### src/rtl/inst_encoder.sv
// RV32I instruction encoder with a 2-entry output buffer.
// Each accepted request is tagged with a sequential word address.
module inst_encoder #(
    parameter int ADDR_W = 8
) (
    input  logic              clk,
    input  logic              rst,
    input  logic              clr,
    input  logic              in_valid,
    output logic              in_ready,
    input  logic [2:0]        in_type,
    input  logic [4:0]        in_func,
    input  logic [4:0]        in_rd,
    input  logic [4:0]        in_rs1,
    input  logic [4:0]        in_rs2,
    input  logic [31:0]       in_imm,
    output logic              out_valid,
    input  logic              out_ready,
    output logic [31:0]       out_word,
    output logic              out_err,
    output logic [ADDR_W-1:0] out_addr
);

    localparam logic [2:0] T_R = 3'd0;
    localparam logic [2:0] T_I = 3'd1;
    localparam logic [2:0] T_B = 3'd2;
    localparam logic [2:0] T_J = 3'd3;
    localparam logic [2:0] T_U = 3'd4;

    localparam logic [4:0] F_ADD  = 5'd0;
    localparam logic [4:0] F_SUB  = 5'd1;
    localparam logic [4:0] F_SLL  = 5'd2;
    localparam logic [4:0] F_SLT  = 5'd3;
    localparam logic [4:0] F_XOR  = 5'd4;
    localparam logic [4:0] F_SRL  = 5'd5;
    localparam logic [4:0] F_SRA  = 5'd6;
    localparam logic [4:0] F_OR   = 5'd7;
    localparam logic [4:0] F_AND  = 5'd8;
    localparam logic [4:0] F_ADDI = 5'd9;
    localparam logic [4:0] F_ANDI = 5'd10;
    localparam logic [4:0] F_ORI  = 5'd11;
    localparam logic [4:0] F_XORI = 5'd12;
    localparam logic [4:0] F_SLLI = 5'd13;
    localparam logic [4:0] F_SRLI = 5'd14;
    localparam logic [4:0] F_SRAI = 5'd15;
    localparam logic [4:0] F_SLTI = 5'd16;
    localparam logic [4:0] F_EQL  = 5'd17;
    localparam logic [4:0] F_LT   = 5'd18;
    localparam logic [4:0] F_GE   = 5'd19;

    localparam logic [6:0] OP_R   = 7'b0110011;
    localparam logic [6:0] OP_I   = 7'b0010011;
    localparam logic [6:0] OP_B   = 7'b1100011;
    localparam logic [6:0] OP_JAL = 7'b1101111;
    localparam logic [6:0] OP_LUI = 7'b0110111;

    localparam logic [31:0] NOP_WORD = 32'h0000_0013;
    localparam logic [6:0]  F7_ALT   = 7'b0100000;

    logic [31:0]       enc_word;
    logic              enc_err;
    logic [2:0]        f3;
    logic [6:0]        f7;

    logic [1:0]        count;
    logic              wr_ptr;
    logic              rd_ptr;
    logic              rdy;
    logic [ADDR_W-1:0] addr_cnt;
    logic [31:0]       word_q [2];
    logic              err_q  [2];
    logic [ADDR_W-1:0] addr_q [2];

    logic              push;
    logic              pop;

    // Encode the incoming request; illegal pairs become a flagged NOP.
    always_comb begin
        enc_word = NOP_WORD;
        enc_err  = 1'b1;
        f3       = 3'b000;
        f7       = 7'b0000000;
        if (in_func <= F_GE) begin
            case (in_type)
                T_R: begin
                    if (in_func <= F_AND) begin
                        case (in_func)
                            F_ADD:   f3 = 3'b000;
                            F_SUB:   f3 = 3'b000;
                            F_SLL:   f3 = 3'b001;
                            F_SLT:   f3 = 3'b010;
                            F_XOR:   f3 = 3'b100;
                            F_SRL:   f3 = 3'b101;
                            F_SRA:   f3 = 3'b101;
                            F_OR:    f3 = 3'b110;
                            default: f3 = 3'b111;
                        endcase
                        if (in_func == F_SUB || in_func == F_SRA) begin
                            f7 = F7_ALT;
                        end
                        enc_word = {f7, in_rs2, in_rs1, f3, in_rd, OP_R};
                        enc_err  = 1'b0;
                    end
                end
                T_I: begin
                    if (in_func >= F_ADDI && in_func <= F_SLTI) begin
                        case (in_func)
                            F_ADDI:  f3 = 3'b000;
                            F_ANDI:  f3 = 3'b111;
                            F_ORI:   f3 = 3'b110;
                            F_XORI:  f3 = 3'b100;
                            F_SLLI:  f3 = 3'b001;
                            F_SRLI:  f3 = 3'b101;
                            F_SRAI:  f3 = 3'b101;
                            default: f3 = 3'b010;
                        endcase
                        if (in_func == F_SLLI || in_func == F_SRLI ||
                            in_func == F_SRAI) begin
                            // Shifts carry only a 5-bit shamt; upper field
                            // selects arithmetic vs logical.
                            if (in_func == F_SRAI) begin
                                f7 = F7_ALT;
                            end
                            enc_word = {f7, in_imm[4:0], in_rs1, f3,
                                        in_rd, OP_I};
                        end else begin
                            enc_word = {in_imm[11:0], in_rs1, f3,
                                        in_rd, OP_I};
                        end
                        enc_err = 1'b0;
                    end
                end
                T_B: begin
                    if (in_func >= F_EQL) begin
                        case (in_func)
                            F_EQL:   f3 = 3'b000;
                            F_LT:    f3 = 3'b100;
                            default: f3 = 3'b101;
                        endcase
                        enc_word = {in_imm[12], in_imm[10:5], in_rs2,
                                    in_rs1, f3, in_imm[4:1], in_imm[11],
                                    OP_B};
                        enc_err  = 1'b0;
                    end
                end
                T_J: begin
                    enc_word = {in_imm[20], in_imm[10:1], in_imm[11],
                                in_imm[19:12], in_rd, OP_JAL};
                    enc_err  = 1'b0;
                end
                T_U: begin
                    enc_word = {in_imm[31:12], in_rd, OP_LUI};
                    enc_err  = 1'b0;
                end
                default: begin
                    enc_word = NOP_WORD;
                    enc_err  = 1'b1;
                end
            endcase
        end
    end

    // Handshake terms come only from registered state and the inputs.
    always_comb begin
        in_ready  = rdy && (count < 2'd2);
        out_valid = (count != 2'd0);
        push      = in_valid && in_ready;
        pop       = out_valid && out_ready;
    end

    // Head entry of the buffer drives the output side.
    always_comb begin
        out_word = word_q[rd_ptr];
        out_err  = err_q[rd_ptr];
        out_addr = addr_q[rd_ptr];
    end

    // Buffer occupancy, pointers, address counter and ready enable.
    always_ff @(posedge clk or posedge rst) begin
        if (rst) begin
            count    <= 2'd0;
            wr_ptr   <= 1'b0;
            rd_ptr   <= 1'b0;
            addr_cnt <= '0;
            rdy      <= 1'b0;
        end else begin
            rdy <= 1'b1;
            if (clr) begin
                count    <= 2'd0;
                wr_ptr   <= 1'b0;
                rd_ptr   <= 1'b0;
                addr_cnt <= '0;
            end else begin
                if (push) begin
                    wr_ptr   <= ~wr_ptr;
                    addr_cnt <= addr_cnt + 1'b1;
                end
                if (pop) begin
                    rd_ptr <= ~rd_ptr;
                end
                count <= count + {1'b0, push} - {1'b0, pop};
            end
        end
    end

    // Buffer storage; a flush drops any same-cycle write.
    always_ff @(posedge clk or posedge rst) begin
        if (rst) begin
            for (int i = 0; i < 2; i++) begin
                word_q[i] <= '0;
                err_q[i]  <= 1'b0;
                addr_q[i] <= '0;
            end
        end else if (push && !clr) begin
            word_q[wr_ptr] <= enc_word;
            err_q[wr_ptr]  <= enc_err;
            addr_q[wr_ptr] <= addr_cnt;
        end
    end

endmodule
### config.mk
export PLATFORM = sky130hd
export DESIGN_NAME = inst_encoder
export DESIGN_NICKNAME = d
export VERILOG_FILES = /design/src/rtl/inst_encoder.sv
export SDC_FILE = /design/constraint.sdc
export NUM_CORES = 1
export LEC_CHECK = 0
export BUFFER_PORTS_ARGS = -buffer_cell sky130_fd_sc_hd__buf_2
export CORE_MARGIN = 1.5
export CORE_UTILIZATION = 40
export DETAILED_ROUTE_END_ITERATION = 16
export RECOVER_POWER = 100
export SYNTH_ARGS = -nofsm -noshare
export SYNTH_HDL_FRONTEND = slang
export SYNTH_SLANG_ARGS = --single-unit
### constraint.sdc
create_clock -name clk -period 3.8 [get_ports clk]
set_clock_uncertainty 0.15 [all_clocks]
set_input_delay 0.76 -clock clk [delete_from_list [all_inputs] [get_ports clk]]
set_output_delay 0.76 -clock clk [all_outputs]
set_load 0.01 [all_outputs]
=== Word-level counts from Yosys, hierarchy flattened ===
Memory sizes are Yosys's and may differ from the RTL's.
Cells that the tools add are included.

* Bits in read-only memories: 24
* Register bits: 95
* Input bits: 60
* Logic and storage cells: 101
* Output and inout port bits: 43
* Memories: 1

{| class="wikitable"
|+ Memory list
! memory !! words !! bits a word !! read ports !! clocked after Yosys merged registers in !! write ports !! RTL line !! source
|-
| (name not given) || 8 || 3 || 1 || 0 || 0 || 87 || <nowiki>case (in_func)</nowiki>
|}

* Mux-type cells: 41
* Equality and inequality tests: 15
* Reduce and logical (&&, ||, !) cells: 17
* $lt $le $gt $ge: 9
* $add $sub $neg: 3
* Bitwise operators: 4

{| class="wikitable"
|+ Operator list
! kind !! count
|-
| $mux 32 || 8
|-
| $pmux 32 s5 || 1
|-
| $bwmux 64 || 1
|-
| $mux 8 || 6
|-
| $eq 5x4->1 const B || 7
|-
| $demux 32 s1 || 1
|-
| $mux 31 || 1
|-
| $pmux 3 s6 || 1
|-
| $bwmux 16 || 1
|-
| $mux 1 || 12
|-
| $mux 6 || 2
|-
| $eq 5x5->1 const B || 2
|-
| $le 5x5->1 const B || 2
|-
| $add 8x1->8 const B || 1
|-
| $demux 8 s1 || 1
|-
| $eq 3x2->1 const B || 2
|-
| $logic_and 1x1->1 || 6
|-
| $pmux 3 s2 || 1
|-
| $reduce_bool 2->1 || 3
|-
| $eq 5x1->1 const B || 1
|-
| $eq 5x3->1 const B || 1
|-
| $ge 5x4->1 const B || 1
|-
| $ge 5x5->1 const B || 1
|-
| $le 5x4->1 const B || 1
|-
| other kinds (19) || 25
|}

=== Logic depth before layout (Yosys ltp) ===
Gate-level depths: netlist (run 1).

* Word-level depth: 8
* Mapped depth: 9

=== Worst setup path after synthesis (run 1) ===
OpenSTA, ideal clock, no wires.

* Kind: in2reg
* From: input port in_func[1]
* To: register word_q[15] (netlist bit)
* Slack: 1,173 ps
* Setup time: 126 ps
* Stages: 7
* Arrival: 2,351 ps
* Buffers on the path: 0
* Path through: inv_1 ha_1 or4_4 a21o_1 a211oi_2 nor3_2 a221o_1

* Word-level cells in the longest chain between the ends: 6

{| class="wikitable"
|+ Ends and longest elaborated chain
! what !! RTL line !! source
|-
| from (decl) || 12 || <nowiki>input logic [4:0] in_func,</nowiki>
|-
| $ge 5x4->1 or $le 5x5->1 (tied branches) || 106 || <nowiki>if (in_func >= F_ADDI && in_func <= F_SLTI) begin</nowiki>
|-
| $logic_and 1x1->1 || 106 ||
|-
| $mux 32 || 106 ||
|-
| $pmux 32 s5 || 84 || <nowiki>case (in_type)</nowiki>
|-
| $mux 32 (*) || 83 || <nowiki>if (in_func <= F_GE) begin</nowiki>
|-
| $bwmux 64 (*) || 215 || <nowiki>word_q[wr_ptr] <= enc_word;</nowiki>
|-
| to (signal, indexed assignment) || 215 ||
|-
| to (decl) || 70 || <nowiki>logic [31:0] word_q [2];</nowiki>
|}

Every way passes the cells marked *; elsewhere a longest branch is shown, timed or not.
A chain may end at the register's enable or synchronous reset.

=== Final worst setup path (run 1) ===
* From: register rd_ptr
* To: output port out_word[3]

* Word-level cells in the longest chain between the ends: 4

{| class="wikitable"
|+ Ends and longest elaborated chain
! what !! RTL line !! source
|-
| from (decl) || 67 || <nowiki>logic rd_ptr;</nowiki>
|-
| from (signal assigned) || 199 || <nowiki>rd_ptr <= ~rd_ptr;</nowiki>
|-
| $not 1->2 (not written as such) || 173 || <nowiki>out_word = word_q[rd_ptr];</nowiki>
|-
| $mux 32 (not written as such) (3 in series) || 173 ||
|-
| to (decl) || 19 || <nowiki>output logic [31:0] out_word,</nowiki>
|}

No other way between the ends. The select of a mux whose other input is x is not followed.

==> results.json, run 1 <==
{
  "status": "finished with violations",
  "violations": "max-capacitance violations, max-slew violations",
  "synth-seq-cells": 93,
  "irDropWorstVdd_mv": 0.3171,
  "grt_pass1_vias": 3915,
  "numCtsBuffers": 9,
  "cts.clk_slew.worst_paths_ps": 60,
  "hold_class": "flop to flop",
  "path_class": "flop to output pin",
  "filler_cell_count": 1126,
  "period_needed_ps": 3252,
  "nNetsFinal": 613,
  "die_h_um": 113.5,
  "fin_crit_sh": 0.8559,
  "synth_compound_area_frac": 0.1833,
  "io_buffers": 102,
  "initial_core_util": 0.4081,
  "synth_cell_types": 54,
  "rows": 40,
  "drv_slew": 50,
  "synth_top_family_by_area": "compound AO/OA/AOI/OAI gates",
  "path_cells": "buf_4, mux2_1, buf_2",
  "clock.fmax_mhz": 307.5,
  "antenna_left": 0,
  "synth_xor_area_frac": 0.01974,
  "relSlewSlack": -0.5114,
  "setup_ws_ps": 547.5,
  "avgSynthCellArea_um2": 10.68,
  "grt_pass1_wl_um": 19980,
  "synth_edf_count": 0,
  "finalSetupViolations": 0,
  "synth_common_cells": "dfrtp_1 (93), mux2_2 (60), nand2_1 (51), o21ai_0 (34), nor2_1 (25)",
  "syn-cell-area_mm2": 0.004881,
  "hold_viol_final": 0,
  "drive_above_1_share": 0.2818,
  "place.detailed.hpwl_um": 8777,
  "netlist_top_cells_area": "dfrtp_1 (48%), mux2_2 (14%), nand2_1 (3.9%)",
  "synth.area.mux_share": 0.1405,
  "dr.pass1.iters": 6,
  "post_cts_buffers": 0,
  "rsz0062_at_grt": "false",
  "yosysTopAreaCellShare": 0.4768,
  "crit_arrival_ps": 2340,
  "clockBufferDepth": 2,
  "maxCapViolations": 1,
  "syn_nets": 524,
  "cp-start-kind": "flop",
  "netlist_instances": 457,
  "die_x_um": 113.5,
  "worstMarginPinSlew_ps": 2255,
  "routed_wl_um": 12380,
  "clk_latency_ps": 340,
  "crit_slowest_cell": "dfrtp_1",
  "drc": 0,
  "gr-usage-all-layers": 0.1993,
  "async_reset_ff_frac": 1.000,
  "viasPerCell": 5.644,
  "synth_most_common_cell": "dfrtp_1",
  "yosys_warnings": 0,
  "synth_fa_ha_area_frac": 0.01794,
  "leakagePower_nw": 2.747,
  "core_area_mm2": 0.01196,
  "wl_per_cell_um": 17.76,
  "hold_buffers": 0,
  "crit_required_ps": 2890,
  "pre_cts_ws_ps": 722.3,
  "antenna_found_initial": 0,
  "critPathTopFamily": "flip-flops",
  "num_vias": 3934,
  "cts_resized": 0,
  "cts-root-buf": "clkbuf_16",
  "placed_cell_area_mm2": 0.005513,
  "cts_sinks": 93,
  "worst_hold_slack_ps": 315.7,
  "design_area_mm2": 0.005773,
  "yosys.area.top_type": "dfrtp_1",
  "seq_area_frac_synth": 0.4768,
  "first_iter_violations": 367,
  "cts_tree": "done",
  "p_per_area_mw_per_mm2": 475.6,
  "crit_buf_inv": 2,
  "crit_fanout": 22,
  "dieArea_mm2": 0.01287,
  "io_pins": 103,
  "setup_tns_ps": 0,
  "num_antenna_cells": 0,
  "grt_max_degree": 51,
  "h-tree-depth": 3,
  "area_growth_pct": 18.28,
  "end_kind": "output pin",
  "yosys.area_share.simple": 0.1295,
  "gp_congestion": 0.8471,
  "overflow": 0,
  "max_stage_delay_ps": 970,
  "ys.flop_type": "dfrtp_1"
}
==> registers in the layout (all words and copies together) (netlist names) <==
register and count:
word_q 62, addr_q 16, addr_cnt 8, count 2, err_q 2, rd_ptr 1, rdy 1, wr_ptr 1
==> worst reg2reg max path: stages (launching register included) <==
cell      delay [ps]
dfrtp_1          410
and4bb_1         360
nand2_1          640
nor3_1           770
a221o_1          260
==> metal layers <==
layer	routed length, um	GRT usage
met1	5566	0.2629
met4	250	0.07583
met3	577	0.02763
met5	0	0
met2	5987	0.3345
==> cell families after synthesis <==
logic type / Yosys count
multiplexers: 61
AND/OR/NAND/NOR: 127
other: 1
buffers and inverters: 37
flip-flops: 93
XOR/XNOR: 11
AO/OA/AOI/OAI: 120
adder cells (fa/ha/maj): 7
==> final cells by class <==
class                           count  area [um^2]  area share
Multi-Input combinational cell    327         2395      0.4148
Clock inverter                      3        68.82     0.01192
Tap cell                          147        183.9     0.03186
Clock buffer                       12        256.5     0.04443
Inverter                            7        27.53    0.004768
Timing Repair Buffer              108        514.2     0.08908
Sequential cell                    93         2327      0.4031
==> worst paths after layout <==
path                            startpoint     endpoint  slack, ps  cells after the start
worst max-delay path                rd_ptr  out_word[3]        550                      3
worst min-delay path            word_q[33]   word_q[33]        320                      1
worst max register to register    count[1]   word_q[17]       1160                      4
worst min register to register  word_q[33]   word_q[33]        320                      1
max in group asynchronous              rst   word_q[36]       1600                      2
min in group asynchronous              rst    addr_q[6]        870                      2
==> power by group <==
part	internal (W)	leakage, nW	switching (W)
sequential	0.00110	1.26	0.0000883
combinational	0.000264	1.32	0.000314
clock	0.000610	0.159	0.000367
total	0.00198	2.75	0.000769
==> layout by cell type (no fill, tap or decap), types with 4 or more instances in the layout <==
master	netlist	final
nand2_1	51	51
mux2_2	60	56
nand2b_1	6	6
a221o_1	6	6
nor3_1	3	4
o21ai_0	34	41
clkbuf_16	0	9
dfrtp_1	93	93
nor2_1	25	25
ha_1	7	7
nand4_1	4	4
a222oi_1	5	5
inv_1	7	6
a21o_1	13	13
a22o_1	20	20
clkbuf_1	19	40
buf_2	8	64
mux2_1	0	4
or2_2	4	4
nor2b_1	5	5
xor2_1	8	8
a21oi_1	7	7
a22oi_1	7	7
nand3_1	7	7
==> metrics by stage <==
stage,utilization,std cells,power (W)
6_report,0.4826,697,0.002746
4_1_cts,0.4881,697,0.002795
3_5_place_dp,0.4609,682,0.001811
2_1_floorplan,-,457,0.001596
3_3_place_gp,0.4609,682,0.001797
5_1_grt,0.4826,697,0.002891
Power figures use the tool's default switching activity.
==> inputs of run 2 (changes only) <==
Settings changed: ABC_AREA from default to 1, CORE_MARGIN 1.5 to 2, CTS_BUF_LIST from default to sky130_fd_sc_hd__clkbuf_2.
==> run 2 against run 1 <==
Effect of this change: the run still ends with max-capacitance violations, max-slew violations left; via count grew 29%; register-to-register slack lost 530 ps; utilization shrank 2.7 points; cell count grew 40%; clock power shrank 55%; synthesized cell count grew 56%; global-route usage grew 1.7 points; die area grew 13%; total power shrank 14%; sequential share of layout area shrank 1.9 points; critical path type unchanged.
==> results.json, run 2 <==
{
  "status": "finished with violations",
  "violations": "max-capacitance violations, max-slew violations",
  "routed_wl_um": 15240,
  "numCtsBuffers": 9,
  "synth-seq-cells": 93,
  "grt_max_degree": 54,
  "synth_xor_area_frac": 0.003207,
  "h-tree-depth": 3,
  "final_cell_mix": "nand2_1 (228), nand3_1 (99), dfrtp_1 (93)",
  "syn-cell-area_mm2": 0.005463,
  "synth_most_common_cell": "nand2_1",
  "clockBufferDepth": 2,
  "nNetsFinal": 863,
  "synth.area.mux_share": 0.05978,
  "clock.fmax_mhz": 301.2,
  "gr-usage-all-layers": 0.2165,
  "crit_arrival_ps": 2410,
  "io_buffers": 102,
  "crit_required_ps": 2890,
  "clk_latency_ps": 610,
  "first_iter_violations": 392,
  "crit_fanout": 28,
  "synth_cell_types": 35,
  "yosys.area_share.simple": 0.3278,
  "die_h_um": 120.9,
  "hold_start": "clr",
  "core_area_mm2": 0.01330,
  "async_reset_ff_frac": 1.000,
  "antenna_left": 0,
  "die_x_um": 120.9,
  "rows": 42,
  "hold_buffers": 0,
  "synth_edf_count": 0,
  "path_class": "flop to output pin",
  "yosys_warnings": 0,
  "fin_crit_sh": 0.8738,
  "netlist_top_cells_area": "dfrtp_1 (43%), nand2_1 (16%), nand3_1 (9.1%)",
  "setup_tns_ps": 0,
  "antenna_found_initial": 0,
  "rsz0062_at_grt": "false",
  "synth_top_family_by_area": "simple AND/OR/NAND/NOR gates",
  "netlist_instances": 715,
  "initial_core_util": 0.4109,
  "reg_top3": "word_q x62, addr_q x16, addr_cnt x8",
  "gp_congestion": 0.9640,
  "worstMarginPinSlew_ps": 2239,
  "setup_ws_ps": 479.5,
  "num_vias": 5072,
  "finalSetupViolations": 0,
  "place.detailed.hpwl_um": 10590,
  "hold_viol_final": 0,
  "synth_common_cells": "nand2_1 (227), nand3_1 (99), dfrtp_1 (93), inv_1 (61), o21ai_0 (50)",
  "cts_resized": 0,
  "wl_per_cell_um": 15.60,
  "cts.clk_slew.worst_paths_ps": 260,
  "synth_compound_area_frac": 0.07719,
  "cts_sinks": 93,
  "worst_hold_slack_ps": 238.1,
  "synth_fa_ha_area_frac": 0.01603,
  "viasPerCell": 5.191,
  "drv_slew": 133,
  "yosysTopAreaCellShare": 0.4260,
  "post_cts_buffers": 0,
  "largest_register_ffs": 62,
  "avgSynthCellArea_um2": 7.640,
  "dieArea_mm2": 0.01461,
  "pre_cts_ws_ps": 1107,
  "relSlewSlack": -0.5008,
  "drc": 0,
  "top_register": "word_q",
  "hold_class": "primary input to flop",
  "drive_above_1_share": 0.1710,
  "syn_nets": 782,
  "num_antenna_cells": 0,
  "dr.pass1.iters": 5,
  "period_needed_ps": 3320,
  "io_pins": 103,
  "ff2ff_path_depth": 8,
  "timing.rr.end": "word_q[4]",
  "p_per_area_mw_per_mm2": 389.8,
  "leakagePower_nw": 3.143,
  "seq_area_frac_synth": 0.4260,
  "reg2reg_setup_slack_ps": 630,
  "grt_pass1_vias": 4786,
  "cts-root-buf": "clkbuf_2",
  "maxCapViolations": 3,
  "ys.flop_type": "dfrtp_1",
  "overflow": 0,
  "min_to": "addr_cnt[5]",
  "yosys.area.top_type": "dfrtp_1",
  "irDropWorstVdd_mv": 0.1525,
  "final_common_cell": "nand2_1",
  "area_growth_pct": 10.79,
  "end_kind": "output pin",
  "cp-start-kind": "flop",
  "grt_pass1_wl_um": 24690,
  "r2r-start": "count[1]",
  "hold_path_depth": 2,
  "cts_tree": "done"
}
run 2: worst max-delay path by stage:
stage               startpoint      endpoint  slack [ps]  cells after the start
global route            rd_ptr  out_word[30]         330                      3
global placement    in_func[0]    word_q[45]        1120                     11
detailed placement  in_func[0]    word_q[45]        1110                     11
floorplan                  rst   addr_cnt[0]         470                      1
finish                  rd_ptr   out_word[5]         480                      3
CTS                     rd_ptr  out_word[30]         680                      3
run 2: per-layer routing:
metal | GRT usage | routed length, um | up-vias
met5 | 0 | 0 | -
met4 | 0.06032 | 223 | 0
met3 | 0.03430 | 853 | 16
met2 | 0.3427 | 7007 | 160
met1 | 0.3076 | 7156 | 2398
li1 | - | - | 2498
run 2: cell families after synthesis:
group,after synthesis
AND/OR/NAND/NOR,394
buffers and inverters,110
flip-flops,93
AO/OA/AOI/OAI,79
multiplexers,29
adder cells (fa/ha/maj),7
XOR/XNOR,2
other,1
run 2: layout make-up:
| type | count | area, um^2 |
|---|---|---|
| Timing Repair Buffer | 108 | 514.2 |
| Inverter | 72 | 274.0 |
| Clock buffer | 11 | 55.05 |
| Clock inverter | 5 | 36.28 |
| Multi-Input combinational cell | 512 | 2625 |
| Tap cell | 176 | 220.2 |
| Fill cell | 1420 | 7243 |
| Sequential cell | 93 | 2327 |
run 2: critical path, cell delays in order, from the launching register on:
cell	delay, ps
dfrtp_1	960
buf_12	300
mux2_1	390
buf_2	150
run 2: report_power, final:
part / total [W] / internal [W] / switching [W]
registers: 0.00123 / 0.00113 / 0.0000958
logic: 0.000693 / 0.000268 / 0.000425
clock network: 0.000436 / 0.0000917 / 0.000344
total: 0.00236 / 0.00149 / 0.000865
run 2: metrics by stage:
stage                 util  cells  cell area (um^2)  total power [W]
global route        0.4552    977              6052         0.002524
floorplan                -    715              5463         0.001717
global placement    0.4551    961              6051         0.001963
finish              0.4552    977              6052         0.002359
CTS                 0.4620    977              6142         0.002417
detailed placement  0.4551    961              6051         0.001982
==> inputs of run 3 (changes only) <==
Settings changed: BUFFER_PORTS_ARGS -buffer_cell sky130_fd_sc_hd__buf_2 to default, DONT_BUFFER_PORTS from default to 1, PLACE_DENSITY from default to 0.55.
==> run 3 against run 2 <==
Effect of this change: the run still ends with max-capacitance violations, max-slew violations left; final area shrank 6.6%; fmax shrank 3.0%; non-clock buffer count shrank 99; sequential cell count is the same; sequential share of layout area grew 2.7 points; cell count shrank 10%; clock-buffer cell count shrank 1; critical endpoint is now out_word[20]; largest power group unchanged.
==> results.json, run 3 (synthesis results as in run 2) <==
{
  "status": "finished with violations",
  "violations": "max-capacitance violations, max-slew violations",
  "min_to": "addr_cnt[1]",
  "numCtsBuffers": 9,
  "die_x_um": 120.9,
  "area_growth_pct": 3.527,
  "end_kind": "output pin",
  "grt_pass1_wl_um": 24640,
  "clockBufferDepth": 2,
  "initial_core_util": 0.4109,
  "cts_tree": "done",
  "ff2ff_path_depth": 8,
  "drc": 0,
  "grt_max_degree": 54,
  "final_common_cell": "nand2_1",
  "first_iter_violations": 333,
  "period_needed_ps": 3423,
  "hold_viol_final": 0,
  "gr-usage-all-layers": 0.2212,
  "nNetsFinal": 764,
  "cts-root-buf": "clkbuf_2",
  "routed_wl_um": 15550,
  "cts.clk_slew.worst_paths_ps": 280,
  "num_vias": 4730,
  "crit_required_ps": 2890,
  "wl_per_cell_um": 17.69,
  "clock.fmax_mhz": 292.2,
  "hold_path_depth": 3,
  "dieArea_mm2": 0.01461,
  "setup_tns_ps": 0,
  "p_per_area_mw_per_mm2": 420.1,
  "io_buffers": 0,
  "clk_latency_ps": 610,
  "timing.rr.end": "word_q[4]",
  "r2r-start": "count[1]",
  "antenna_left": 0,
  "grt_pass1_vias": 4538,
  "post_cts_buffers": 0,
  "drv_slew": 118,
  "largest_register_ffs": 62,
  "io_pins": 103,
  "overflow": 0,
  "dr.pass1.iters": 4,
  "final_util": 0.4254,
  "hold_start": "clr",
  "gp_congestion": 0.9459,
  "die_h_um": 120.9,
  "leakagePower_nw": 2.893,
  "antenna_found_initial": 1,
  "top_register": "word_q",
  "finalSetupViolations": 0,
  "reg2reg_setup_slack_ps": 530,
  "worstMarginPinSlew_ps": 1698,
  "worst_hold_slack_ps": 153.8,
  "maxCapViolations": 3,
  "irDropWorstVdd_mv": 0.1767,
  "rows": 42,
  "final_cell_mix": "nand2_1 (228), nand3_1 (99), dfrtp_1 (92)",
  "cts_sinks": 93,
  "path_class": "flop to output pin",
  "relSlewSlack": -0.1323,
  "cts_resized": 0,
  "h-tree-depth": 3,
  "rsz0062_at_grt": "false",
  "viasPerCell": 5.381,
  "drive_above_1_share": 0.07265,
  "hold_buffers": 2,
  "crit_arrival_ps": 2510,
  "fin_crit_sh": 0.9007,
  "core_area_mm2": 0.01330,
  "place.detailed.hpwl_um": 10780,
  "crit_fanout": 39,
  "reg_top3": "word_q x62, addr_q x16, addr_cnt x8",
  "cp-start-kind": "flop",
  "hold_class": "primary input to flop"
}
==> run 3: power by group <==
part | internal (W) | switching, W
registers | 0.00113 | 0.000112
logic | 0.000187 | 0.000358
clock network | 0.000226 | 0.000358
total | 0.00155 | 0.000828
==> run 3: final cells by class <==
class	instances	area, um^2
clock buffers	10	50.05
clock inverters	6	93.84
repair buffers	9	61.31
multi-input cells	512	2625
well taps	176	220.2
inverters	72	274.0
fillers	1383	7640
flip-flops and latches	93	2328
diodes	1	2.502
==> run 3: worst max path at each step <==
stage / from / to / slack [ps] / cells after the start
3_5_place_dp: in_func[0] / word_q[13] / 1210 / 10
4_1_cts: rd_ptr / out_word[20] / 480 / 2
2_1_floorplan: rst / addr_cnt[0] / 470 / 1
5_1_grt: rd_ptr / out_word[20] / 210 / 2
6_report: rd_ptr / out_word[20] / 380 / 2
3_3_place_gp: in_func[0] / word_q[13] / 1180 / 10
==> run 3: routing by layer <==
metal  wire [um]  share of wire  GRT usage
met1        6983           0.45     0.2997
met2        7174           0.46     0.3455
met3        1019          0.066    0.04887
met4         369          0.024    0.08503
met5           0              0          0
==> run 3: worst max-delay path, cell delays in order, from the launching register on <==
cell and delay [ps]:
dfrtp_2 910, clkbuf_2 530, mux2_1 430
==> run 3: through the flow <==
| step | setup slack (ps) | power (W) | cell area (um^2) | cells |
|---|---|---|---|---|
| after global routing | 208.5 | 0.002528 | 5655 | 879 |
| after global placement | 1181 | 0.001830 | 5523 | 860 |
| after CTS | 476.4 | 0.002441 | 5687 | 878 |
| final | 377.3 | 0.002376 | 5655 | 879 |
| after floorplan | 469.7 | 0.001717 | 5463 | 715 |
| after detailed placement | 1210 | 0.001846 | 5523 | 860 |
